[src/rtl/multicycle_main_control_if.sv]
// Control bundle between the multi-cycle main control FSM and the datapath.
// The FSM (master) reads the opcode and memory ready. It drives every
// datapath enable, mux select and status flag.
//
// Memory handshake: the FSM holds mem_read or mem_write high for as long as
// it stays in a memory state. The access completes in the cycle where
// mem_ready=1 is seen together with the strobe, and the FSM leaves the state
// on that clock edge. The memory may keep mem_ready low for any number of
// cycles. The FSM never drops a strobe before mem_ready, except on reset.
interface multicycle_main_control_if;
  logic [5:0] opcode;
  logic       mem_ready;
  logic       pc_write;
  logic       pc_write_cond;
  logic       i_or_d;
  logic       mem_read;
  logic       mem_write;
  logic       ir_write;
  logic       mem_to_reg;
  logic       reg_dst;
  logic       reg_write;
  logic       alu_src_a;
  logic [1:0] alu_src_b;
  logic [1:0] alu_op;
  logic [1:0] pc_source;
  logic       instr_done;
  logic       illegal_op;
  logic [3:0] state;

  modport master (
    input  opcode, mem_ready,
    output pc_write, pc_write_cond, i_or_d, mem_read, mem_write, ir_write,
           mem_to_reg, reg_dst, reg_write, alu_src_a, alu_src_b, alu_op,
           pc_source, instr_done, illegal_op, state
  );

  modport slave (
    output opcode, mem_ready,
    input  pc_write, pc_write_cond, i_or_d, mem_read, mem_write, ir_write,
           mem_to_reg, reg_dst, reg_write, alu_src_a, alu_src_b, alu_op,
           pc_source, instr_done, illegal_op, state
  );
endinterface

[src/rtl/multicycle_main_control.sv]
// Main control FSM for the multi-cycle MIPS datapath. It sequences fetch,
// decode, execute, memory and writeback. Outputs are Moore-decoded from the
// state. The exceptions are the fetch load enables and the store-done pulse,
// which are qualified by mem_ready.
module multicycle_main_control #(
  parameter bit WAIT_MEM = 1'b1
) (
  input  logic                          clk,
  input  logic                          rst_n,
  multicycle_main_control_if.master     bus
);

  localparam logic [3:0] S_IDLE      = 4'd0;
  localparam logic [3:0] S_FETCH     = 4'd1;
  localparam logic [3:0] S_DECODE    = 4'd2;
  localparam logic [3:0] S_MEM_ADDR  = 4'd3;
  localparam logic [3:0] S_MEM_READ  = 4'd4;
  localparam logic [3:0] S_MEM_WB    = 4'd5;
  localparam logic [3:0] S_MEM_WRITE = 4'd6;
  localparam logic [3:0] S_R_EXEC    = 4'd7;
  localparam logic [3:0] S_R_WB      = 4'd8;
  localparam logic [3:0] S_BRANCH    = 4'd9;
  localparam logic [3:0] S_JUMP      = 4'd10;
  localparam logic [3:0] S_ADDI_EXEC = 4'd11;
  localparam logic [3:0] S_ADDI_WB   = 4'd12;

  localparam logic [5:0] OP_R    = 6'b000000;
  localparam logic [5:0] OP_LW   = 6'b100011;
  localparam logic [5:0] OP_SW   = 6'b101011;
  localparam logic [5:0] OP_BEQ  = 6'b000100;
  localparam logic [5:0] OP_J    = 6'b000010;
  localparam logic [5:0] OP_ADDI = 6'b001000;

  logic [3:0] state_q, state_d;
  logic       illegal_q, illegal_d;
  logic       mem_rdy;

  // With WAIT_MEM=0 the memory is assumed to complete every access at once.
  assign mem_rdy = WAIT_MEM ? bus.mem_ready : 1'b1;

  // State and sticky illegal-opcode flag. Reset drops straight to IDLE.
  always_ff @(posedge clk or negedge rst_n) begin
    if (!rst_n) begin
      state_q   <= S_IDLE;
      illegal_q <= 1'b0;
    end else begin
      state_q   <= state_d;
      illegal_q <= illegal_d;
    end
  end

  // Next-state logic. The opcode is only looked at in DECODE and MEM_ADDR.
  always_comb begin
    state_d   = state_q;
    illegal_d = illegal_q;
    case (state_q)
      S_IDLE:      state_d = S_FETCH;
      S_FETCH:     if (mem_rdy) state_d = S_DECODE;
      S_DECODE: begin
        case (bus.opcode)
          OP_LW, OP_SW: state_d = S_MEM_ADDR;
          OP_R:         state_d = S_R_EXEC;
          OP_BEQ:       state_d = S_BRANCH;
          OP_J:         state_d = S_JUMP;
          OP_ADDI:      state_d = S_ADDI_EXEC;
          default: begin
            state_d   = S_FETCH;
            illegal_d = 1'b1;
          end
        endcase
      end
      S_MEM_ADDR:  state_d = (bus.opcode == OP_LW) ? S_MEM_READ : S_MEM_WRITE;
      S_MEM_READ:  if (mem_rdy) state_d = S_MEM_WB;
      S_MEM_WB:    state_d = S_FETCH;
      S_MEM_WRITE: if (mem_rdy) state_d = S_FETCH;
      S_R_EXEC:    state_d = S_R_WB;
      S_R_WB:      state_d = S_FETCH;
      S_BRANCH:    state_d = S_FETCH;
      S_JUMP:      state_d = S_FETCH;
      S_ADDI_EXEC: state_d = S_ADDI_WB;
      S_ADDI_WB:   state_d = S_FETCH;
      default:     state_d = S_FETCH;
    endcase
  end

  // Datapath control decode. Every output is 0 unless a state asserts it.
  always_comb begin
    bus.pc_write      = 1'b0;
    bus.pc_write_cond = 1'b0;
    bus.i_or_d        = 1'b0;
    bus.mem_read      = 1'b0;
    bus.mem_write     = 1'b0;
    bus.ir_write      = 1'b0;
    bus.mem_to_reg    = 1'b0;
    bus.reg_dst       = 1'b0;
    bus.reg_write     = 1'b0;
    bus.alu_src_a     = 1'b0;
    bus.alu_src_b     = 2'b00;
    bus.alu_op        = 2'b00;
    bus.pc_source     = 2'b00;
    bus.instr_done    = 1'b0;
    case (state_q)
      S_FETCH: begin
        bus.mem_read  = 1'b1;
        bus.alu_src_b = 2'b01;
        bus.ir_write  = mem_rdy;
        bus.pc_write  = mem_rdy;
      end
      S_DECODE: bus.alu_src_b = 2'b11;
      S_MEM_ADDR: begin
        bus.alu_src_a = 1'b1;
        bus.alu_src_b = 2'b10;
      end
      S_MEM_READ: begin
        bus.mem_read = 1'b1;
        bus.i_or_d   = 1'b1;
      end
      S_MEM_WB: begin
        bus.reg_write  = 1'b1;
        bus.mem_to_reg = 1'b1;
        bus.instr_done = 1'b1;
      end
      S_MEM_WRITE: begin
        bus.mem_write  = 1'b1;
        bus.i_or_d     = 1'b1;
        bus.instr_done = mem_rdy;
      end
      S_R_EXEC: begin
        bus.alu_src_a = 1'b1;
        bus.alu_op    = 2'b10;
      end
      S_R_WB: begin
        bus.reg_dst    = 1'b1;
        bus.reg_write  = 1'b1;
        bus.instr_done = 1'b1;
      end
      S_BRANCH: begin
        bus.alu_src_a     = 1'b1;
        bus.alu_op        = 2'b01;
        bus.pc_write_cond = 1'b1;
        bus.pc_source     = 2'b01;
        bus.instr_done    = 1'b1;
      end
      S_JUMP: begin
        bus.pc_write   = 1'b1;
        bus.pc_source  = 2'b10;
        bus.instr_done = 1'b1;
      end
      S_ADDI_EXEC: begin
        bus.alu_src_a = 1'b1;
        bus.alu_src_b = 2'b10;
      end
      S_ADDI_WB: begin
        bus.reg_write  = 1'b1;
        bus.instr_done = 1'b1;
      end
      default: ;
    endcase
  end

  assign bus.state      = state_q;
  assign bus.illegal_op = illegal_q;

endmodule

[src/flat_wrapper.sv]
// flat-port wrapper written by rule: the top's interface ports become plain ports
module multicycle_main_control_flat 
#(
  parameter bit WAIT_MEM = 1'b1
)
  (clk, rst_n, bus_opcode, bus_mem_ready, bus_pc_write, bus_pc_write_cond, bus_i_or_d, bus_mem_read, bus_mem_write, bus_ir_write, bus_mem_to_reg, bus_reg_dst, bus_reg_write, bus_alu_src_a, bus_alu_src_b, bus_alu_op, bus_pc_source, bus_instr_done, bus_illegal_op, bus_state);
  multicycle_main_control_if bus_i ();
  input  logic clk;
  input  logic rst_n;
  input wire logic [$bits(bus_i.opcode)-1:0] bus_opcode;
  input wire logic [$bits(bus_i.mem_ready)-1:0] bus_mem_ready;
  output wire logic [$bits(bus_i.pc_write)-1:0] bus_pc_write;
  output wire logic [$bits(bus_i.pc_write_cond)-1:0] bus_pc_write_cond;
  output wire logic [$bits(bus_i.i_or_d)-1:0] bus_i_or_d;
  output wire logic [$bits(bus_i.mem_read)-1:0] bus_mem_read;
  output wire logic [$bits(bus_i.mem_write)-1:0] bus_mem_write;
  output wire logic [$bits(bus_i.ir_write)-1:0] bus_ir_write;
  output wire logic [$bits(bus_i.mem_to_reg)-1:0] bus_mem_to_reg;
  output wire logic [$bits(bus_i.reg_dst)-1:0] bus_reg_dst;
  output wire logic [$bits(bus_i.reg_write)-1:0] bus_reg_write;
  output wire logic [$bits(bus_i.alu_src_a)-1:0] bus_alu_src_a;
  output wire logic [$bits(bus_i.alu_src_b)-1:0] bus_alu_src_b;
  output wire logic [$bits(bus_i.alu_op)-1:0] bus_alu_op;
  output wire logic [$bits(bus_i.pc_source)-1:0] bus_pc_source;
  output wire logic [$bits(bus_i.instr_done)-1:0] bus_instr_done;
  output wire logic [$bits(bus_i.illegal_op)-1:0] bus_illegal_op;
  output wire logic [$bits(bus_i.state)-1:0] bus_state;
  assign bus_i.opcode = bus_opcode;
  assign bus_i.mem_ready = bus_mem_ready;
  assign bus_pc_write = bus_i.pc_write;
  assign bus_pc_write_cond = bus_i.pc_write_cond;
  assign bus_i_or_d = bus_i.i_or_d;
  assign bus_mem_read = bus_i.mem_read;
  assign bus_mem_write = bus_i.mem_write;
  assign bus_ir_write = bus_i.ir_write;
  assign bus_mem_to_reg = bus_i.mem_to_reg;
  assign bus_reg_dst = bus_i.reg_dst;
  assign bus_reg_write = bus_i.reg_write;
  assign bus_alu_src_a = bus_i.alu_src_a;
  assign bus_alu_src_b = bus_i.alu_src_b;
  assign bus_alu_op = bus_i.alu_op;
  assign bus_pc_source = bus_i.pc_source;
  assign bus_instr_done = bus_i.instr_done;
  assign bus_illegal_op = bus_i.illegal_op;
  assign bus_state = bus_i.state;
  multicycle_main_control #(.WAIT_MEM(WAIT_MEM)) u_core (.clk(clk), .rst_n(rst_n), .bus(bus_i));
endmodule
[config.mk]
export PLATFORM = sky130hd
export DESIGN_NAME = multicycle_main_control_flat
export DESIGN_NICKNAME = d
export VERILOG_FILES = /design/src/rtl/multicycle_main_control_if.sv /design/src/rtl/multicycle_main_control.sv /design/src/flat_wrapper.sv
export SDC_FILE = /design/constraint.sdc
export NUM_CORES = 1
export LEC_CHECK = 0
export ABC_CLOCK_PERIOD_IN_PS = 2100
export CAP_MARGIN = 10
export CELL_PAD_IN_SITES_DETAIL_PLACEMENT = 0
export CELL_PAD_IN_SITES_GLOBAL_PLACEMENT = 1
export CORE_MARGIN = 2
export CORE_UTILIZATION = 27
export CTS_CLUSTER_DIAMETER = 50
export DETAILED_ROUTE_END_ITERATION = 12
export HOLD_SLACK_MARGIN = 0.06
export PLACE_DENSITY_LB_ADDON = 0.1
export SLEW_MARGIN = 20
export SYNTH_ARGS = -nofsm -noshare
export SYNTH_HDL_FRONTEND = slang
export SYNTH_SLANG_ARGS = --single-unit
[constraint.sdc]
create_clock -name clk -period 2.1 [get_ports clk]
set_input_delay 0.315 -clock clk [delete_from_list [all_inputs] [get_ports clk]]
set_output_delay 0.315 -clock clk [all_outputs]
set_load 0.02 [all_outputs]
==> results.md, run 1 <==
Run status:
- The run finished with clean final reports.

Timing:
- The count of final max-slew check failures came to 0.
- At the pin with the least slew margin, the transition time is 0.294 ns.
- Setup violations remaining at the end of the flow were counted as 0.
- Setup repair after global routing left no endpoint under its margin.
- The clock skew after layout is 0.00271 ns.
- Based on the critical path, the design can be clocked at up to 504 MHz.
- The number of endpoints with negative hold slack in the final report came to 0.
- The final critical-path share of the clock period is 0.944.
- The worst slew margin relative to its limit is 0.803.
- The final setup TNS is 0 ns.
- The routed design could run at a clock period as short as 1.98 ns.

Floorplanning:
- The number of top-level pins is 31.
- The die covers 2560 um^2.
- The initial utilization of the core area, before any placement, comes to 0.293.
- The die is 50.6 um tall.
- In this run the horizontal extent of the chip is 50.6 um.
- The region available for standard cell placement spans 2000 um^2.
- The number of placement rows is 16.

Place:
- The global placer's final weighted congestion is 0.831.
- The total half-perimeter wirelength after legalization and detailed placement is 1.42 mm.
- The number of input and output port buffers inserted is 30.
- The total placed instance area is 942 um^2.

Logic synthesis:
- The number of register bits inferred by synthesis is 5.
- The synthesized net count is 95.
- The synthesis warning total is 0.
- The synthesized area divided by synthesized cell count is 6.82 um^2.
- Yosys mapped the design onto 31 distinct sky130hd cell types.
- The leading area contributor after synthesis is sky130_fd_sc_hd__dfrtp_1.
- The proportion of synthesized chip area in sequential cells is 0.213.
- The cell area that synthesis handed to floorplanning was 587 um^2.
- After synthesis, the cell types taking the most area are sky130_fd_sc_hd__dfrtp_1 (21%), sky130_fd_sc_hd__nand2_1 (9.6%), sky130_fd_sc_hd__nor2_1 (7.7%).
- The share of synthesized area in the top cell type comes to 0.213.
- The cell count after synthesis came out at 86.

Global route:
- The maximum number of pins on one net before global-route repair is 11.
- The combined global-route utilization of all metal layers is 0.146.
- The via count of the first global-routing pass was 706.
- The initial antenna violation count came to 0.
- The wire length of the first global-routing pass is 3.02 mm.
- The total congestion overflow after global routing is 0.

Finish:
- The post-route cell area is 995 um^2.
- In the final design database the tool counted 133 nets.
- The most common library cell in the layout ignoring fill and taps is sky130_fd_sc_hd__clkdlybuf4s50_1.
- The fraction of layout cells with a size suffix above 1 is 0.154.
- In the layout the commonest cells are sky130_fd_sc_hd__clkdlybuf4s50_1 (16), sky130_fd_sc_hd__nand2_1 (15), sky130_fd_sc_hd__nor2_1 (11), sky130_fd_sc_hd__dlymetal6s2s_1 (10), sky130_fd_sc_hd__buf_4 (9).
- The area added between synthesis and finish is 69.5%.
- The number of antenna diodes in the final layout is 0.

Critical path:
- The critical path contains buffers and inverters numbering 2 combined.
- The signal on the critical path passes through inv_2 > nand2_1 > nor2_1 > clkdlybuf4s50_1.
- The endpoint of the worst register-to-register path is u_core.bus.state[1].
- In this run the register-to-register setup slack is 0.64 ns.
- The beginning of the worst register-to-register path is u_core.bus.state[0].
- The critical path in this run is classified as flip-flop to primary output.
- The worst-path maximum fanout is 7.
- The logic depth of the worst path, buffers included is 4.
- STA classifies the critical path startpoint as a flip-flop.
- The critical path starts at u_core.bus.state[0].
- The endpoint arrival time on the critical path is 1.67 ns.
- The delay contributed by the slowest stage of the critical path is 0.61 ns.
- The cell family contributing the most delay on the critical path is buffers and inverters.
- Among all stages on the critical path, the largest delay is contributed by sky130_fd_sc_hd__clkdlybuf4s50_1.
- STA puts the critical path data required time at 1.78 ns.
- The worst register-to-register path has a depth of 5.
- STA classifies the critical path endpoint as a primary output.
- Following the worst setup path forward leads to its endpoint at bus_pc_source[1].

Worst hold path:
- The min-delay analysis places its worst path in the category input pin to asynchronous set/reset pin.

Drt:
- For this block, the via count after detailed routing is 721.
- After detailed routing, the average wire length per cell comes to 11.6 um.
- The first-pass detailed-route iteration total is 4.
- The violation count after the first detailed-routing iteration is 7.
- The ratio of routed vias to standard cells is 4.81.
- The post-detailed-route DRC marker count is 0.
- The number of nets with antenna violations after detailed routing is 0.
- The sum of routed wire length over all layers is 1.74 mm.

Pwr:
- The power density over the cells is 1360 nW/um^2.
- Across the VDD grid, the largest voltage drop is 0.835 mV.
- In this run the static leakage power is 0.579 nW.
- The design draws 0.00135 W.

CTS:
- The clock-pin slew reported for the worst setup and hold paths after clock tree synthesis is 0.04 ns.
- For the worst-skew pair, the clock arrives at the later sink with an insertion delay of 0.23 ns.
- TritonCTS built the clock tree.
- The maximum buffer depth of the clock tree is 2.
- The total clock buffers created by CTS is 3.
- The number of setup buffers added after CTS is 0.
- The number of sinks on the clock net is 5.
- In this run the number of H-tree levels came out at 1.
- The cell at the root of the clock tree is sky130_fd_sc_hd__clkbuf_4.

Run:
- The reported max-cap violation count is 0.
[through the flow]
step	worst slack (ns)	hold slack, ns	instances	util
after floorplan	0.351	0.0194	86	-
after global placement	0.0149	0.461	146	0.471
after detailed placement	-0.0121	0.466	146	0.471
after CTS	0.00515	0.295	150	0.482
after global routing	0.0214	0.294	150	0.497
final	0.117	0.296	150	0.497
[cell usage after synthesis]
master                     number
sky130_fd_sc_hd__nand2_1       15
sky130_fd_sc_hd__nor2_1        12
sky130_fd_sc_hd__dfrtp_1        5
sky130_fd_sc_hd__nor3_1         5
sky130_fd_sc_hd__a21oi_1        4
sky130_fd_sc_hd__buf_4          4
sky130_fd_sc_hd__o21ai_1        4
sky130_fd_sc_hd__o22ai_1        4
sky130_fd_sc_hd__and3_1         3
sky130_fd_sc_hd__nand2b_1       3
sky130_fd_sc_hd__nor2b_1        3
sky130_fd_sc_hd__a31oi_1        2
sky130_fd_sc_hd__inv_2          2
sky130_fd_sc_hd__nand3_1        2
sky130_fd_sc_hd__o21ai_0        2
sky130_fd_sc_hd__a211oi_1       1
sky130_fd_sc_hd__a21boi_0       1
sky130_fd_sc_hd__a21o_1         1
sky130_fd_sc_hd__a32oi_1        1
sky130_fd_sc_hd__and2b_1        1
sky130_fd_sc_hd__buf_2          1
sky130_fd_sc_hd__buf_6          1
sky130_fd_sc_hd__maj3_1         1
sky130_fd_sc_hd__mux2i_1        1
sky130_fd_sc_hd__nand4b_1       1
sky130_fd_sc_hd__nor3_2         1
sky130_fd_sc_hd__nor4b_2        1
sky130_fd_sc_hd__o211a_1        1
sky130_fd_sc_hd__o21bai_1       1
sky130_fd_sc_hd__xnor2_1        1
sky130_fd_sc_hd__xor2_1         1
[logic make-up after synthesis]
group,synth area share
mux,0.0171
fa+ha+maj,0.0171
xor+xnor,0.0299
compound gates,0.232
flops,0.213
simple gates,0.399
buf+inv,0.0917
[final cells by class]
| class | instances | area (um^2) |
|---|---|---|
| fillers | 202 | 1010 |
| multi-input cells | 73 | 413 |
| clock buffers | 4 | 26.3 |
| well taps | 27 | 33.8 |
| inverters | 2 | 7.51 |
| flip-flops and latches | 5 | 126 |
| repair buffers | 39 | 388 |
[what timing repair did]
action                                  in CTS  in global routing
cloned                                       0                  0
endpoints found under the hold margin        0                  0
endpoints found under the setup margin      11                 11
hold buffers                                 0                  0
pin swaps                                    0                  0
gates resized for setup                      5                 12
[layer usage]
| layer | up-vias | part of all wire | routed length (um) | track usage |
|---|---|---|---|---|
| met5 | - | 0 | 0 | 0 |
| met4 | 0 | 0 | 0 | 0 |
| met3 | 0 | 0.032 | 56 | 0.0268 |
| met2 | 19 | 0.46 | 796 | 0.246 |
| met1 | 319 | 0.51 | 885 | 0.207 |
| li1 | 383 | - | - | - |
[how the worst min path moves through the flow]
stage	from	end	slack [ns]
final	rst_n	u_core.bus.illegal_op	0.30
after global routing	rst_n	u_core.bus.illegal_op	0.29
after CTS	rst_n	u_core.bus.illegal_op	0.29
after detailed placement	u_core.bus.illegal_op	u_core.bus.illegal_op	0.47
after global placement	u_core.bus.illegal_op	u_core.bus.illegal_op	0.46
after floorplan	rst_n	u_core.bus.illegal_op	0.02
[registers in the layout, indices dropped and copies added, names as in the netlist]
register / cells
u_core.bus.illegal_op: 1
u_core.bus.state: 4
[report_power, final]
part / internal [W] / leakage, nW / switching, W
logic: 0.000481 / 0.505 / 0.000556
registers: 0.000138 / 0.0588 / 0.0000747
clock network: 0.0000715 / 0.0150 / 0.0000341
No activity file was read; power rests on OpenSTA's default activity.
==> run 2: changes to the inputs <==
--- a/config.mk
+++ b/config.mk
@@ -10,7 +10,8 @@
 export CELL_PAD_IN_SITES_DETAIL_PLACEMENT = 0
 export CELL_PAD_IN_SITES_GLOBAL_PLACEMENT = 1
 export CORE_MARGIN = 2
-export CORE_UTILIZATION = 27
+export CORE_UTILIZATION = 28
+export CTS_BUF_LIST = sky130_fd_sc_hd__clkbuf_2 sky130_fd_sc_hd__clkbuf_4 sky130_fd_sc_hd__clkbuf_8
 export CTS_CLUSTER_DIAMETER = 50
 export DETAILED_ROUTE_END_ITERATION = 12
 export HOLD_SLACK_MARGIN = 0.06
==> run 2 against run 1 <==
Critical path type unchanged; combinational power decreased by 4%; register-to-register slack gained 0.09 ns; clock skew is 0.0021 ns lower; highest routed layer unchanged; power about the same.
==> results.md, run 2 (same netlist as run 1, synthesis figures left out) <==
CTS:
- Clock tree synthesis selected as its root buffer the cell sky130_fd_sc_hd__clkbuf_4.
- The latest clock arrival within the worst-skew pair was 0.23 ns (about the same).
- The number of setup buffers added after CTS was 0 (unchanged).
- The number of H-tree levels came to 1 (unchanged).
- The clock-pin slew reported for the worst setup and hold paths after clock tree synthesis was 0.04 ns (about the same).
- The clock tree from TritonCTS is done.
- The number of sinks on the clock net is 5 (unchanged).
- The total clock buffers created by CTS was 3 (unchanged).
- The maximum buffer depth of the clock tree is 2 (unchanged).

Global route:
- The met2 usage is 0.251 (+0.00550).
- The combined global-route utilization of all metal layers came to 0.156 (+0.0102).
- The met1 track demand over resource in global routing was 0.202 (-0.00465).
- The wire length of the first global-routing pass is 3.04 mm (+0.66%).
- The total congestion overflow after global routing was 0 (unchanged).
- The via count of the first global-routing pass came to 710 (+0.57%).
- The initial antenna violation count is 0 (unchanged).
- The fraction of met3 tracks used by global routing is 0.0273 (+0.000487).
- The maximum number of pins on one net before global-route repair came to 13 (+2).
- The routing layer with the top usage in global route is met2.

Pwr:
- The cell internal power dissipation is 0.000693 W (+0.53%).
- The power spent charging and discharging nets is 0.000661 W (-0.55%).
- The fraction of power consumed by combinational cells is 0.734 (-0.031).
- The static leakage power is 0.492 nW (-15%).
- The part of the total power dissipated in the clock network is 0.086 (+0.008).
- The maximum VDD drop came to 0.722 mV (-14%).
- The share of total power consumed by net switching is 0.488 (-0.00270).
- The power density over the cells is 1380 nW/um^2 (+1.5%).
- The power share of the sequential group is 0.180 (+0.023).
- The total power draw came to 0.00135 W (about the same).

Drt:
- The violation count after the first detailed-routing iteration is 15 (+8).
- The first-pass detailed-route iteration total is 4 (unchanged).
- The ratio of routed vias to standard cells is 4.88 (+1.5%).
- The post-detailed-route DRC marker count is 0 (unchanged).
- The number of nets with antenna violations after detailed routing was 0 (unchanged).
- The total vias in the final route was 732 (+1.5%).
- The average wire per cell in the routed design is 11.5 um (-0.35%).
- The sum of routed wire length over all layers was 1.73 mm (-0.35%).

Floorplanning:
- The initial core utilization is 0.299 (+0.00598).
- The floorplan core area came to 1960 um^2 (-2.0%).
- The number of placement rows is 16 (unchanged).
- The die extent in y is 49.8 um (-1.7%).
- The number of top-level pins is 31 (unchanged).
- The full die area was 2480 um^2 (-3.3%).
- The floorplan die width was 49.8 um (-1.7%).

Finish:
- The top cell types in the final layout, fill and taps aside, are sky130_fd_sc_hd__clkdlybuf4s50_1 (18), sky130_fd_sc_hd__nand2_1 (15), sky130_fd_sc_hd__nor2_1 (12), sky130_fd_sc_hd__buf_4 (9), sky130_fd_sc_hd__dlygate4sd2_1 (8).
- The most common library cell in the layout ignoring fill and taps is sky130_fd_sc_hd__clkdlybuf4s50_1.
- The flip-flop count of the largest register after layout was 4 (unchanged).
- The area growth from synthesis to layout is 67.0%.
- The core utilization of the finished layout was 0.499 (+0.00249).
- The number of inserted diodes came to 0 (unchanged).
- The final-layout fill cell count is 217 (+7.4%).
- The fraction of layout cells with a size suffix above 1 is 0.179 (+0.0244).
- The net count of the finished layout is 133 (unchanged).

Critical path:
- The beginning of the worst register-to-register path is u_core.bus.state[2].
- The cell with the largest stage delay on the worst path is sky130_fd_sc_hd__clkdlybuf4s50_1.
- STA classifies the critical path endpoint as a primary output.
- The logic depth of the worst path, buffers included is 3 (-1).
- The endpoint arrival time on the critical path is 1.69 ns (+0.02 ns).
- The signal on the critical path passes through nand2b_1 > nor2_1 > clkdlybuf4s50_1.
- The sort of element at the start of the critical path is a flip-flop.
- The worst-path maximum fanout came to 12 (+5).
- The logic depth of the worst register-to-register path is 5 (unchanged).
- In this design, the largest share of critical-path delay is due to buffers and inverters.
- The endpoint of the worst register-to-register path is u_core.bus.state[1].
- The worst endpoint required time came to 1.78 ns (about the same).
- The delay contributed by the slowest stage of the critical path is 0.61 ns (about the same).
- The number of buffers and inverters on the critical path is 1 (-1).
- The reg2reg setup slack is 0.73 ns (+0.09 ns).
- The type of the worst setup path is flip-flop to primary output.

Timing:
- The measured slew at the worst slew-check pin is 0.279 ns (-0.0151 ns).
- The worst slew margin relative to its limit is 0.813 (+0.0101).
- The final critical-path share of the clock period was 0.956 (+0.0117).
- The final critical delay including setup and external delays is 2.01 ns (+0.0246 ns).
- The count of final max-slew check failures is 0 (unchanged).
- The clock skew after layout is 0.000652 ns (-0.00206 ns).
- The number of endpoints failing setup at the final stage is 0 (unchanged).
- The final worst-path setup slack came to 0.0922 ns (-0.0246 ns).
- The number of endpoints with negative hold slack in the final report is 0 (unchanged).
- The final setup TNS came to 0 ns (unchanged).
- The fmax is 498 MHz (-1.2%).
- Setup repair after global routing left no endpoint under its margin.

Place:
- The worst slack at placement is -0.0427 ns (-0.0306 ns).
- The global placer's final weighted congestion was 0.820 (-1.4%).
- The number of input and output port buffers inserted is 30 (unchanged).
- The total half-perimeter wirelength after legalization and detailed placement is 1.37 mm (-3.8%).

Run:
- The reported max-cap violation count is 0 (unchanged).

Run status:
- The run finished with clean final reports.

Worst hold path:
- The tightest min-delay check is of the input pin to asynchronous set/reset pin type.
[run 2: changes by cell type in the layout (fill, tap and decap cells not counted), moves of 2 or more]
cell | before | now
sky130_fd_sc_hd__dlygate4sd2_1 | 4 | 8
sky130_fd_sc_hd__clkdlybuf4s50_1 | 16 | 18
sky130_fd_sc_hd__dfrtp_2 | 1 | 4
sky130_fd_sc_hd__dfrtp_1 | 4 | 1
sky130_fd_sc_hd__dlymetal6s2s_1 | 10 | 4
[run 2: worst register-to-register path: cells and delay by family, from the launching register on]
family / cells / cell delay (ns)
simple gates: 2 / 0.35
compound gates: 2 / 0.31
buf+inv: 1 / 0.18
flops: 1 / 0.47
[run 2: metrics by stage]
step,std cells,hold WS (ns),area [um^2]
3_5_place_dp,146,0.469,942
2_1_floorplan,86,0.0194,587
4_1_cts,150,0.293,967
3_3_place_gp,146,0.467,942
6_report,150,0.296,980
5_1_grt,150,0.308,980
[run 2: how the worst max path moves through the flow]
stage                                   start              to
after global placement          bus_mem_ready  bus_instr_done
after floorplan           u_core.bus.state[2]   bus_alu_op[0]
final                     u_core.bus.state[1]  bus_mem_to_reg
after detailed placement        bus_mem_ready  bus_instr_done
after global routing      u_core.bus.state[3]   bus_mem_write
after CTS                 u_core.bus.state[3]   bus_reg_write
[run 2: final cells by class]
| cell class | count | area [um^2] | share of cell area |
|---|---|---|---|
| Multi-Input combinational cell | 73 | 410 | 0.419 |
| Sequential cell | 5 | 130 | 0.133 |
| Tap cell | 27 | 33.8 | 0.0345 |
| Clock buffer | 4 | 30.0 | 0.0307 |
| Timing Repair Buffer | 39 | 368 | 0.375 |
| Inverter | 2 | 7.51 | 0.00766 |
[run 2: metal layers]
layer  up-vias  routed length (um)
met2        25                 832
met3         0                 107
met4         0                   0
met1       327                 792
met5         -                   0
li1        380                   -
[run 2: timing repair]
| item | CTS | global route |
|---|---|---|
| gates resized for setup | 12 | 5 |
| endpoints found under the setup margin | 13 | 5 |
| hold buffers | 0 | 0 |
[run 2: power groups by stage]
stage | Clock, W | Sequential, W | Combinational [W]
2_1_floorplan | 0 | 0.000230 | 0.000598
3_3_place_gp | 0 | 0.000238 | 0.00105
3_5_place_dp | 0 | 0.000238 | 0.00106
4_1_cts | 0.000122 | 0.000243 | 0.00101
5_1_grt | 0.000132 | 0.000256 | 0.00109
6_report | 0.000117 | 0.000244 | 0.000994
